===== config.mk =====
export PLATFORM = sky130hd
export DESIGN_NAME = uart_byte_txrx
export DESIGN_NICKNAME = d
export VERILOG_FILES = /design/src/rtl/uart_byte_txrx.sv
export SDC_FILE = /design/constraint.sdc
export NUM_CORES = 1
export LEC_CHECK = 0
export CORE_MARGIN = 2
export CORE_UTILIZATION = 45
export DETAILED_ROUTE_END_ITERATION = 8
export PLACE_DENSITY = 0.7
export SKIP_LAST_GASP = 1
export SLEW_MARGIN = 40
export SYNTH_ARGS = -nofsm -noshare
export SYNTH_HDL_FRONTEND = slang
export SYNTH_SLANG_ARGS = --single-unit

===== constraint.sdc =====
create_clock -name sys_clk -period 2.6 [get_ports sys_clk]
set_input_delay 0.52 -clock sys_clk [delete_from_list [all_inputs] [get_ports sys_clk]]
set_output_delay 0.52 -clock sys_clk [all_outputs]
set_load 0.01 [all_outputs]

===== src/rtl/uart_byte_txrx.sv =====
// uart_byte_txrx: byte-level 8N1 UART physical layer with independent
// transmitter and receiver sharing one clock and reset.
//
// Parameters
//   CLK_FREQ   system clock frequency in Hz
//   BAUD_RATE  line rate; bit period BAUD_DIV = CLK_FREQ / BAUD_RATE (truncated)
//
// Ports
//   sys_clk   in   system clock, rising edge
//   reset_n   in   asynchronous active-low reset
//   tx_start  in   transmit request, acts on its rising edge only
//   tx_data   in   byte to send, captured on the accepted start edge
//   tx_done   out  one-cycle pulse in the last cycle of the stop bit
//   tx_state  out  high while a frame is being sent
//   rs232_tx  out  serial line out, idle high
//   rs232_rx  in   serial line in, asynchronous
//   rx_data   out  last correctly framed byte received
//   rx_done   out  one-cycle pulse when rx_data updates
//   rx_state  out  high while a frame is being received
//
// Build option
//   UART_RX_MAJORITY_EN  when defined, every RX sample is the 2-of-3 majority
//                        of the synchronized line at centre-1/centre/centre+1,
//                        decided at centre+1 (rx_done one cycle later).

module uart_byte_txrx #(
    parameter int unsigned CLK_FREQ  = 50_000_000,
    parameter int unsigned BAUD_RATE = 115_200
) (
    input  logic       sys_clk,
    input  logic       reset_n,
    input  logic       tx_start,
    input  logic [7:0] tx_data,
    output logic       tx_done,
    output logic       tx_state,
    output logic       rs232_tx,
    input  logic       rs232_rx,
    output logic [7:0] rx_data,
    output logic       rx_done,
    output logic       rx_state
);

    localparam int unsigned BAUD_DIV = CLK_FREQ / BAUD_RATE;
    localparam int unsigned HALF_DIV = BAUD_DIV / 2;
    localparam int unsigned CNT_W    = $clog2(BAUD_DIV + 1);
`ifdef UART_RX_MAJORITY_EN
    localparam int unsigned SAMPLE_LAG = 1;
`else
    localparam int unsigned SAMPLE_LAG = 0;
`endif
    localparam logic [CNT_W-1:0] BIT_LAST   = CNT_W'(BAUD_DIV - 1);
    // Decision cycle of the start bit, counted from the cycle after the falling edge.
    localparam logic [CNT_W-1:0] START_LAST = CNT_W'(HALF_DIV - 1 + SAMPLE_LAG);

    // ------------------------------------------------------------------
    // Transmitter
    // ------------------------------------------------------------------
    typedef enum logic {
        TX_IDLE,
        TX_SEND
    } tx_fsm_t;

    tx_fsm_t          r_tx_fsm;
    tx_fsm_t          w_tx_fsm_nxt;
    logic             r_tx_start_d;
    logic             w_tx_start_edge;
    logic [9:0]       r_tx_frame;
    logic [9:0]       w_tx_frame_nxt;
    logic [CNT_W-1:0] r_tx_cnt;
    logic [CNT_W-1:0] w_tx_cnt_nxt;
    logic [3:0]       r_tx_bit;
    logic [3:0]       w_tx_bit_nxt;
    logic             r_tx_line;
    logic             w_tx_line_nxt;
    logic             r_tx_done;
    logic             w_tx_done_nxt;
    logic             r_tx_busy;
    logic             w_tx_busy_nxt;

    assign w_tx_start_edge = tx_start & ~r_tx_start_d;

    // TX state and datapath registers
    always_ff @(posedge sys_clk or negedge reset_n) begin
        if (!reset_n) begin
            r_tx_fsm     <= TX_IDLE;
            r_tx_start_d <= 1'b0;
            r_tx_frame   <= '0;
            r_tx_cnt     <= '0;
            r_tx_bit     <= '0;
            r_tx_line    <= 1'b1;
            r_tx_done    <= 1'b0;
            r_tx_busy    <= 1'b0;
        end else begin
            r_tx_fsm     <= w_tx_fsm_nxt;
            r_tx_start_d <= tx_start;
            r_tx_frame   <= w_tx_frame_nxt;
            r_tx_cnt     <= w_tx_cnt_nxt;
            r_tx_bit     <= w_tx_bit_nxt;
            r_tx_line    <= w_tx_line_nxt;
            r_tx_done    <= w_tx_done_nxt;
            r_tx_busy    <= w_tx_busy_nxt;
        end
    end

    // TX next state: frame bit k is driven for BAUD_DIV cycles, bit 0 = start
    always_comb begin
        w_tx_fsm_nxt   = r_tx_fsm;
        w_tx_frame_nxt = r_tx_frame;
        w_tx_cnt_nxt   = r_tx_cnt;
        w_tx_bit_nxt   = r_tx_bit;
        w_tx_line_nxt  = r_tx_line;
        w_tx_done_nxt  = 1'b0;
        w_tx_busy_nxt  = r_tx_busy;
        case (r_tx_fsm)
            TX_IDLE: begin
                w_tx_line_nxt = 1'b1;
                if (w_tx_start_edge) begin
                    w_tx_fsm_nxt   = TX_SEND;
                    w_tx_frame_nxt = {1'b1, tx_data, 1'b0};
                    w_tx_cnt_nxt   = '0;
                    w_tx_bit_nxt   = '0;
                    w_tx_busy_nxt  = 1'b1;
                end
            end
            TX_SEND: begin
                w_tx_line_nxt = r_tx_frame[r_tx_bit];
                if (r_tx_cnt == BIT_LAST) begin
                    w_tx_cnt_nxt = '0;
                    if (r_tx_bit == 4'd9) begin
                        // Last cycle of the stop slot: release so a new edge is taken next cycle.
                        w_tx_fsm_nxt  = TX_IDLE;
                        w_tx_done_nxt = 1'b1;
                        w_tx_busy_nxt = 1'b0;
                        w_tx_line_nxt = 1'b1;
                    end else begin
                        w_tx_bit_nxt = r_tx_bit + 4'd1;
                    end
                end else begin
                    w_tx_cnt_nxt = r_tx_cnt + CNT_W'(1);
                end
            end
            default: begin
                w_tx_fsm_nxt = TX_IDLE;
            end
        endcase
    end

    assign tx_done  = r_tx_done;
    assign tx_state = r_tx_busy;
    assign rs232_tx = r_tx_line;

    // ------------------------------------------------------------------
    // Receiver
    // ------------------------------------------------------------------
    typedef enum logic [1:0] {
        RX_IDLE,
        RX_START,
        RX_DATA,
        RX_STOP
    } rx_fsm_t;

    rx_fsm_t          r_rx_fsm;
    rx_fsm_t          w_rx_fsm_nxt;
    logic             r_rx_s1;
    logic             r_rx_s2;
    logic             r_rx_s3;
    logic             w_rx_fall;
    logic             w_rx_bit;
    logic [CNT_W-1:0] r_rx_cnt;
    logic [CNT_W-1:0] w_rx_cnt_nxt;
    logic [2:0]       r_rx_bits;
    logic [2:0]       w_rx_bits_nxt;
    logic [7:0]       r_rx_shift;
    logic [7:0]       w_rx_shift_nxt;
    logic [7:0]       r_rx_data;
    logic [7:0]       w_rx_data_nxt;
    logic             r_rx_done;
    logic             w_rx_done_nxt;
    logic             r_rx_busy;
    logic             w_rx_busy_nxt;

    // r_rx_s1/r_rx_s2 synchronize; r_rx_s3 is the previous synchronized value.
    assign w_rx_fall = r_rx_s3 & ~r_rx_s2;

`ifdef UART_RX_MAJORITY_EN
    logic r_rx_s4;

    always_ff @(posedge sys_clk or negedge reset_n) begin
        if (!reset_n) begin
            r_rx_s4 <= 1'b1;
        end else begin
            r_rx_s4 <= r_rx_s3;
        end
    end

    // At the decision cycle s2/s3/s4 hold centre+1, centre, centre-1.
    assign w_rx_bit = (r_rx_s2 & r_rx_s3) | (r_rx_s2 & r_rx_s4) | (r_rx_s3 & r_rx_s4);
`else
    assign w_rx_bit = r_rx_s2;
`endif

    // RX synchronizer, state and datapath registers
    always_ff @(posedge sys_clk or negedge reset_n) begin
        if (!reset_n) begin
            r_rx_s1    <= 1'b1;
            r_rx_s2    <= 1'b1;
            r_rx_s3    <= 1'b1;
            r_rx_fsm   <= RX_IDLE;
            r_rx_cnt   <= '0;
            r_rx_bits  <= '0;
            r_rx_shift <= '0;
            r_rx_data  <= '0;
            r_rx_done  <= 1'b0;
            r_rx_busy  <= 1'b0;
        end else begin
            r_rx_s1    <= rs232_rx;
            r_rx_s2    <= r_rx_s1;
            r_rx_s3    <= r_rx_s2;
            r_rx_fsm   <= w_rx_fsm_nxt;
            r_rx_cnt   <= w_rx_cnt_nxt;
            r_rx_bits  <= w_rx_bits_nxt;
            r_rx_shift <= w_rx_shift_nxt;
            r_rx_data  <= w_rx_data_nxt;
            r_rx_done  <= w_rx_done_nxt;
            r_rx_busy  <= w_rx_busy_nxt;
        end
    end

    // RX next state: half-bit to the start centre, then one bit period per sample
    always_comb begin
        w_rx_fsm_nxt   = r_rx_fsm;
        w_rx_cnt_nxt   = r_rx_cnt;
        w_rx_bits_nxt  = r_rx_bits;
        w_rx_shift_nxt = r_rx_shift;
        w_rx_data_nxt  = r_rx_data;
        w_rx_done_nxt  = 1'b0;
        w_rx_busy_nxt  = r_rx_busy;
        case (r_rx_fsm)
            RX_IDLE: begin
                if (w_rx_fall) begin
                    w_rx_fsm_nxt  = RX_START;
                    w_rx_cnt_nxt  = '0;
                    w_rx_busy_nxt = 1'b1;
                end
            end
            RX_START: begin
                if (r_rx_cnt == START_LAST) begin
                    w_rx_cnt_nxt = '0;
                    if (w_rx_bit) begin
                        // Line back high at the centre: glitch, not a start bit.
                        w_rx_fsm_nxt  = RX_IDLE;
                        w_rx_busy_nxt = 1'b0;
                    end else begin
                        w_rx_fsm_nxt  = RX_DATA;
                        w_rx_bits_nxt = '0;
                    end
                end else begin
                    w_rx_cnt_nxt = r_rx_cnt + CNT_W'(1);
                end
            end
            RX_DATA: begin
                if (r_rx_cnt == BIT_LAST) begin
                    w_rx_cnt_nxt   = '0;
                    w_rx_shift_nxt = {w_rx_bit, r_rx_shift[7:1]};
                    if (r_rx_bits == 3'd7) begin
                        w_rx_fsm_nxt = RX_STOP;
                    end else begin
                        w_rx_bits_nxt = r_rx_bits + 3'd1;
                    end
                end else begin
                    w_rx_cnt_nxt = r_rx_cnt + CNT_W'(1);
                end
            end
            RX_STOP: begin
                if (r_rx_cnt == BIT_LAST) begin
                    // Leave at the stop centre so an immediately following start is caught.
                    w_rx_cnt_nxt  = '0;
                    w_rx_fsm_nxt  = RX_IDLE;
                    w_rx_busy_nxt = 1'b0;
                    if (w_rx_bit) begin
                        w_rx_data_nxt = r_rx_shift;
                        w_rx_done_nxt = 1'b1;
                    end
                end else begin
                    w_rx_cnt_nxt = r_rx_cnt + CNT_W'(1);
                end
            end
            default: begin
                w_rx_fsm_nxt  = RX_IDLE;
                w_rx_busy_nxt = 1'b0;
            end
        endcase
    end

    assign rx_data  = r_rx_data;
    assign rx_done  = r_rx_done;
    assign rx_state = r_rx_busy;

endmodule


==> run_results.csv, run 1 <==
group,metric,value,unit
clocking,cts_buffers,9,
cells_and_area,design_area,3500,um^2
clocking,cts.repair.resized,0,
worst_setup_path,worstPathMaxFanout,9,
placed_design,place_congestion,0.865,
global_route,antenna_found_initial,0,
cells_and_area,antennaDiodeCount,0,
synth,syn_nets,285,
sta,slew_violations,0,
global_route,grt_pass1_wl,9520,um
route,via_count,2089,
synth,synth_top_area_cell,"dfrtp_1",
placed_design,port_buffers,24,
die,initial_core_util,0.466,
clocking,cts_tree,"done",
die,io_pins,25,
route,wl,5340,um
cells_and_area,seq_area,1560,um^2
die,fp.dieH,85.1,um
placed_design,placed_area,3300,um^2
route,drtAntennaViolNets,0,
die,core,6350,um^2
pwr,p_leak,1.63,nW
worst_setup_path,path_class,"reg2reg",
placed_design,dp_hpwl,3680,um
die,die_w,85.1,um
clocking,cts_hold_buf,0,
route,vias_per_cell,5.54,
global_route,overflow,0,
cells_and_area,drive_gt1_frac,0.210,
die,std_cell_rows,29,
clocking,postCtsSetupRepairBufs,0,
synth,netlist_instances,264,
die,dieArea,7230,um^2
worst_setup_path,cp-end-kind,"flip-flop",
clocking,cts.sinks,62,
clocking,cts-htree-levels,3,
cells_and_area,num-fill-cells,536,
synth,synth_warnings,0,
synth,synth_top_cell_area_share,0.491,
min_path,hp-class,"in2async",
clocking,clock_latency,0.33,ns
route,drcViolationCount,0,
synth,yosysMostFrequentCell,"dfrtp_1",
synth,synth_area_leaders,"dfrtp_1, mux2_2, nand2_1",
clocking,clk_pin_slew,0.07,ns
global_route,grt_pass1_vias,2123,
synth,async_reset_ff_frac,1.00,
cells_and_area,multi_input_area,1330,um^2
pwr,irDropWorstVdd,366,uV
sta,period_needed,1.94,ns
worst_setup_path,crit_required,2.85,ns
synth,synth_area_per_cell,11.2,um^2
route,wl_per_cell,14.2,um
run_status,outcome,"finished, final reports clean",
job,maxCapViolCount,0,
global_route,grt_usage,0.165,
synth,synth-main-ff-cell,"dfrtp_1",
synth,synth.distinct_cells,49,
sta,clock_skew,0.00630,ns
sta,hold_viol_final,0,
synth,synthTopCellsByCount,"dfrtp_1, nand2_1, mux2_2",
worst_setup_path,arrival,2.18,ns
sta,fin_tns_setup,0,ns
synth,synth-edff-count,0,
sta,setup_viol,0,
cells_and_area,area_growth,18.4,%
clocking,root_buffer,"clkbuf_8",
pwr,power_density,563,nW/um^2
sta,post-route-period-util,0.745,
route,first_iter_violations,86,
cells_and_area,fin_nets,316,
sta,max_freq,516,MHz
synth,netlist_area,2960,um^2
sta,slew_headroom,0.579,
synth,ys_ff_latch,62,
clocking,clk_path_buf_depth,2,
synth,synth-seq-area-share,0.526,
worst_setup_path,start_kind,"flip-flop",
sta,rsz0062_at_grt,"false",
sta,worst_pin_slew,0.631,ns
global_route,grt_start_max_net_pins,37,
route,firstDrtPassIters,4,
[logic make-up after synthesis]
group | synth area share
muxes | 0.123
and+or+nand+nor | 0.175
buffers and inverters | 0.0229
AOI/OAI and AO/OA | 0.108
DFF | 0.526
adders and majority gates | 0.0381
xor gates and xnor gates | 0.00593
[stage by stage]
step	cells	setup WS, ns	hold slack [ns]	power [mW]	utilization
final	377	0.662	0.197	1.97	0.551
after global routing	377	0.519	0.234	2.06	0.551
after CTS	377	0.654	0.208	2.01	0.551
after detailed placement	361	0.589	0.369	1.15	0.520
after global placement	361	0.628	0.362	1.15	0.520
after floorplan	264	0.996	0.224	1.09	-
[state kept, by name, summed over array words and instances (netlist names), named ones only]
name,cells
r_rx_bits,3
r_rx_cnt,9
r_rx_fsm,1
r_rx_s1,1
r_rx_s2,1
r_rx_s3,1
r_rx_shift,8
r_tx_bit,4
r_tx_cnt,9
r_tx_frame,9
r_tx_fsm,1
r_tx_start_d,1
rs232_tx,1
rx_data,8
rx_done,1
rx_state,1
tx_done,1
tx_state,1
[cell usage in the layout, fill, tap and decap left out, types with 2 or more instances in the layout]
master / Yosys / routed
dfrtp_1: 58 / 58
nand2_1: 34 / 34
mux2_2: 25 / 25
clkdlybuf4s50_1: 0 / 23
o21ai_0: 18 / 18
inv_1: 10 / 10
nor2_1: 10 / 10
clkbuf_8: 0 / 10
ha_1: 9 / 9
nor3_1: 7 / 7
o22ai_1: 7 / 7
mux2i_1: 6 / 6
and3_1: 4 / 4
nor2b_1: 4 / 4
nand4_1: 4 / 4
a21oi_1: 4 / 4
a21o_1: 4 / 4
nand3_1: 4 / 4
dfstp_2: 4 / 4
a211oi_1: 3 / 3
and2_1: 3 / 3
clkinv_2: 0 / 3
buf_4: 0 / 3
and4bb_2: 2 / 2
and4b_1: 2 / 2
nand3_2: 2 / 2
and2_2: 2 / 2
nand3b_1: 2 / 2
xor2_1: 2 / 2
or3_1: 2 / 2
nor4_1: 2 / 2
o31a_1: 2 / 2
o21a_1: 2 / 2
[worst max-delay path: stages, from the launching register on]
cell and delay [ns]:
dfrtp_1 0.44, inv_1 0.07, ha_1 0.19, and4bb_2 0.26, a211oi_2 0.58, nor2_1 0.13
o21ai_0 0.20
[path summary, 6_finish.rpt]
kind / from / endpoint / slack [ns] / depth (start not counted)
max: r_rx_cnt[0]$_DFFE_PN0P_ / r_rx_fsm[0]$_DFFE_PN0P_ / 0.66 / 6
min: reset_n / r_rx_cnt[6]$_DFFE_PN0P_ / 0.20 / 1
max reg2reg: r_rx_cnt[0]$_DFFE_PN0P_ / r_rx_fsm[0]$_DFFE_PN0P_ / 0.66 / 6
min reg2reg: r_rx_s1$_DFF_PN1_ / r_rx_s2$_DFF_PN1_ / 0.38 / 0
max in group asynchronous: reset_n / r_rx_s1$_DFF_PN1_ / 1.71 / 2
min in group sys_clk: r_rx_s1$_DFF_PN1_ / r_rx_s2$_DFF_PN1_ / 0.38 / 0
[power by group]
group | switching (mW) | internal [mW]
combinational | 0.0574 | 0.0517
sequential | 0.0284 | 0.994
clock | 0.372 | 0.465
total | 0.458 | 1.51
[routing by layer]
metal,track usage,share of wire,vias to the layer above
met3,0.0477,0.031,4
met5,0,0,-
li1,-,-,1017
met4,0.0664,0.0069,0
met2,0.282,0.51,30
met1,0.194,0.45,1038
[cell type report]
cell class / count / area share
Tap cell: 77 / 0.0275
Inverter: 10 / 0.0107
Sequential cell: 62 / 0.445
Multi-Input combinational cell: 184 / 0.381
Clock buffer: 10 / 0.0393
Timing Repair Buffer: 28 / 0.0794
Clock inverter: 6 / 0.0175
No activity file was read; power rests on OpenSTA's default activity.
==> run 2, diff against run 1 <==
==> constraint.sdc (replaced) <==
create_clock -name sys_clk -period 1.91 [get_ports sys_clk]
set_input_delay 0.382 -clock sys_clk [delete_from_list [all_inputs] [get_ports sys_clk]]
set_output_delay 0.382 -clock sys_clk [all_outputs]
set_load 0.01 [all_outputs]
==> run_results.csv, run 2 (synthesis gave the netlist of run 1 again) <==
group,metric,value,unit
run_status,outcome,"finished, final reports clean",
sta,timing.final.ws_setup,0.164,ns
cells_and_area,design_area,3570,um^2
placed_design,dp_cells,368,
pwr,p_leak,1.67,nW
clocking,clk_path_buf_depth,2,
sta,slew_headroom,0.709,
clocking,cts_hold_buf,0,
cells_and_area,antennaDiodeCount,0,
worst_setup_path,crit_path_cell_trace,"clkdlybuf4s50_1",
pwr,irDropWorstVdd,555,uV
worst_setup_path,worst-path-buf-inv,1,
job,maxCapViolCount,0,
route,first_iter_violations,95,
worst_setup_path,worstPathMaxFanout,1,
pwr,power,2.79,mW
clocking,cts.sinks,62,
clocking,clk_pin_slew,0.07,ns
pwr,power_density,782,nW/um^2
worst_setup_path,cp_top_family,"buffers and inverters",
route,drtAntennaViolNets,0,
global_route,grt_pass1_vias,2119,
route,via_count,2097,
clocking,root_buffer,"clkbuf_8",
worst_setup_path,r2r_slack,0.17,ns
placed_design,pre_cts_slack,0.128,ns
cells_and_area,area_growth,20.7,%
route,wl,5210,um
sta,setup_viol,0,
die,die_w,85.1,um
die,dieArea,7230,um^2
pwr,p_sw_frac,0.225,
global_route,grt_pass1_wl,9570,um
sta,rsz0062_at_grt,"false",
route,firstDrtPassIters,4,
worst_setup_path,cp-end-kind,"output pin",
worst_setup_path,worstRegToRegCells,6,
sta,period_needed,1.75,ns
sta,finalHoldWorstSlack,0.0319,ns
global_route,antenna_found_initial,0,
worst_setup_path,start_kind,"flip-flop",
sta,max_freq,573,MHz
global_route,grt_start_max_net_pins,63,
global_route,overflow,0,
cells_and_area,drive_gt1_frac,0.225,
cells_and_area,final_cell_mix,"dfrtp_1, nand2_1, mux2_2",
die,core,6350,um^2
worst_setup_path,path_class,"reg2out",
cells_and_area,top_regs,"r_rx_cnt: 9 flops, r_tx_cnt: 9 flops, r_tx_frame: 9 flops",
placed_design,port_buffers,24,
worst_setup_path,slowest_delay,0.52,ns
sta,slew_violations,0,
cells_and_area,post-route-util,0.562,
placed_design,place_congestion,0.828,
clocking,cts.repair.resized,0,
route,wl_per_cell,13.6,um
worst_setup_path,r2r_end,"rx_data[5]$_DFFE_PN0P_",
sta,worst_pin_slew,0.437,ns
sta,post-route-period-util,0.914,
clocking,clock_latency,0.33,ns
placed_design,dp_hpwl,3600,um
worst_setup_path,arrival,1.36,ns
pwr,combPwrFrac,0.056,
pwr,intPower,2.16,mW
min_path,hp-class,"in2async",
global_route,grt_usage,0.164,
sta,fin_tns_setup,0,ns
cells_and_area,fin_nets,323,
die,io_pins,25,
die,initial_core_util,0.466,
cells_and_area,layout_commonest_cell,"dfrtp_1",
clocking,cts_tree,"done",
clocking,postCtsSetupRepairBufs,0,
worst_setup_path,crit_slowest_cell,"clkdlybuf4s50_1",
clocking,cts-htree-levels,3,
sta,clock_skew,0.00893,ns
sta,hold_viol_final,0,
pwr,p_switching,0.627,mW
route,vias_per_cell,5.46,
pwr,clkPwrFrac,0.446,
worst_setup_path,r2r-start,"r_rx_cnt[1]$_DFFE_PN0P_",
worst_setup_path,crit_required,1.53,ns
die,std_cell_rows,29,
die,fp.dieH,85.1,um
placed_design,placed_area,3350,um^2
pwr,seq_power_share,0.498,
route,drcViolationCount,0,
clocking,cts_buffers,9,
cells_and_area,stdcell_count,384,
==> run 2: power by group through the flow <==
| stage | Combinational, mW | Sequential [mW] | Clock (mW) |
|---|---|---|---|
| global placement | 0.156 | 1.41 | 0 |
| global route | 0.185 | 1.40 | 1.33 |
| detailed placement | 0.161 | 1.41 | 0 |
| floorplan | 0.0742 | 1.41 | 0 |
| finish | 0.156 | 1.39 | 1.24 |
| CTS | 0.161 | 1.39 | 1.28 |
==> run 2: worst max-delay path by stage <==
| stage | from | cells after the start | endpoint |
|---|---|---|---|
| floorplan | r_tx_cnt[1]$_DFFE_PN0P_ | 7 | r_tx_bit[3]$_DFFE_PN0P_ |
| global placement | tx_start | 5 | r_tx_frame[5]$_DFFE_PN0P_ |
| detailed placement | tx_start | 5 | r_tx_frame[5]$_DFFE_PN0P_ |
| CTS | rs232_tx$_DFF_PN1_ | 1 | rs232_tx |
| global route | r_rx_cnt[1]$_DFFE_PN0P_ | 6 | rx_data[5]$_DFFE_PN0P_ |
| finish | rs232_tx$_DFF_PN1_ | 1 | rs232_tx |
==> run 2: cell type report <==
type                            count  area [um^2]
Tap cell                           77         96.3
Multi-Input combinational cell    184         1330
Sequential cell                    62         1560
Timing Repair Buffer               35          330
Clock inverter                      6         86.3
Fill cell                         534         2780
Clock buffer                       10          128
Inverter                           10         37.5
==> run 2: metal layers <==
| metal | GRT usage | routed length [um] |
|---|---|---|
| met1 | 0.207 | 2430 |
| met2 | 0.269 | 2560 |
| met3 | 0.0584 | 191 |
| met4 | 0.0418 | 19 |
| met5 | 0 | 0 |
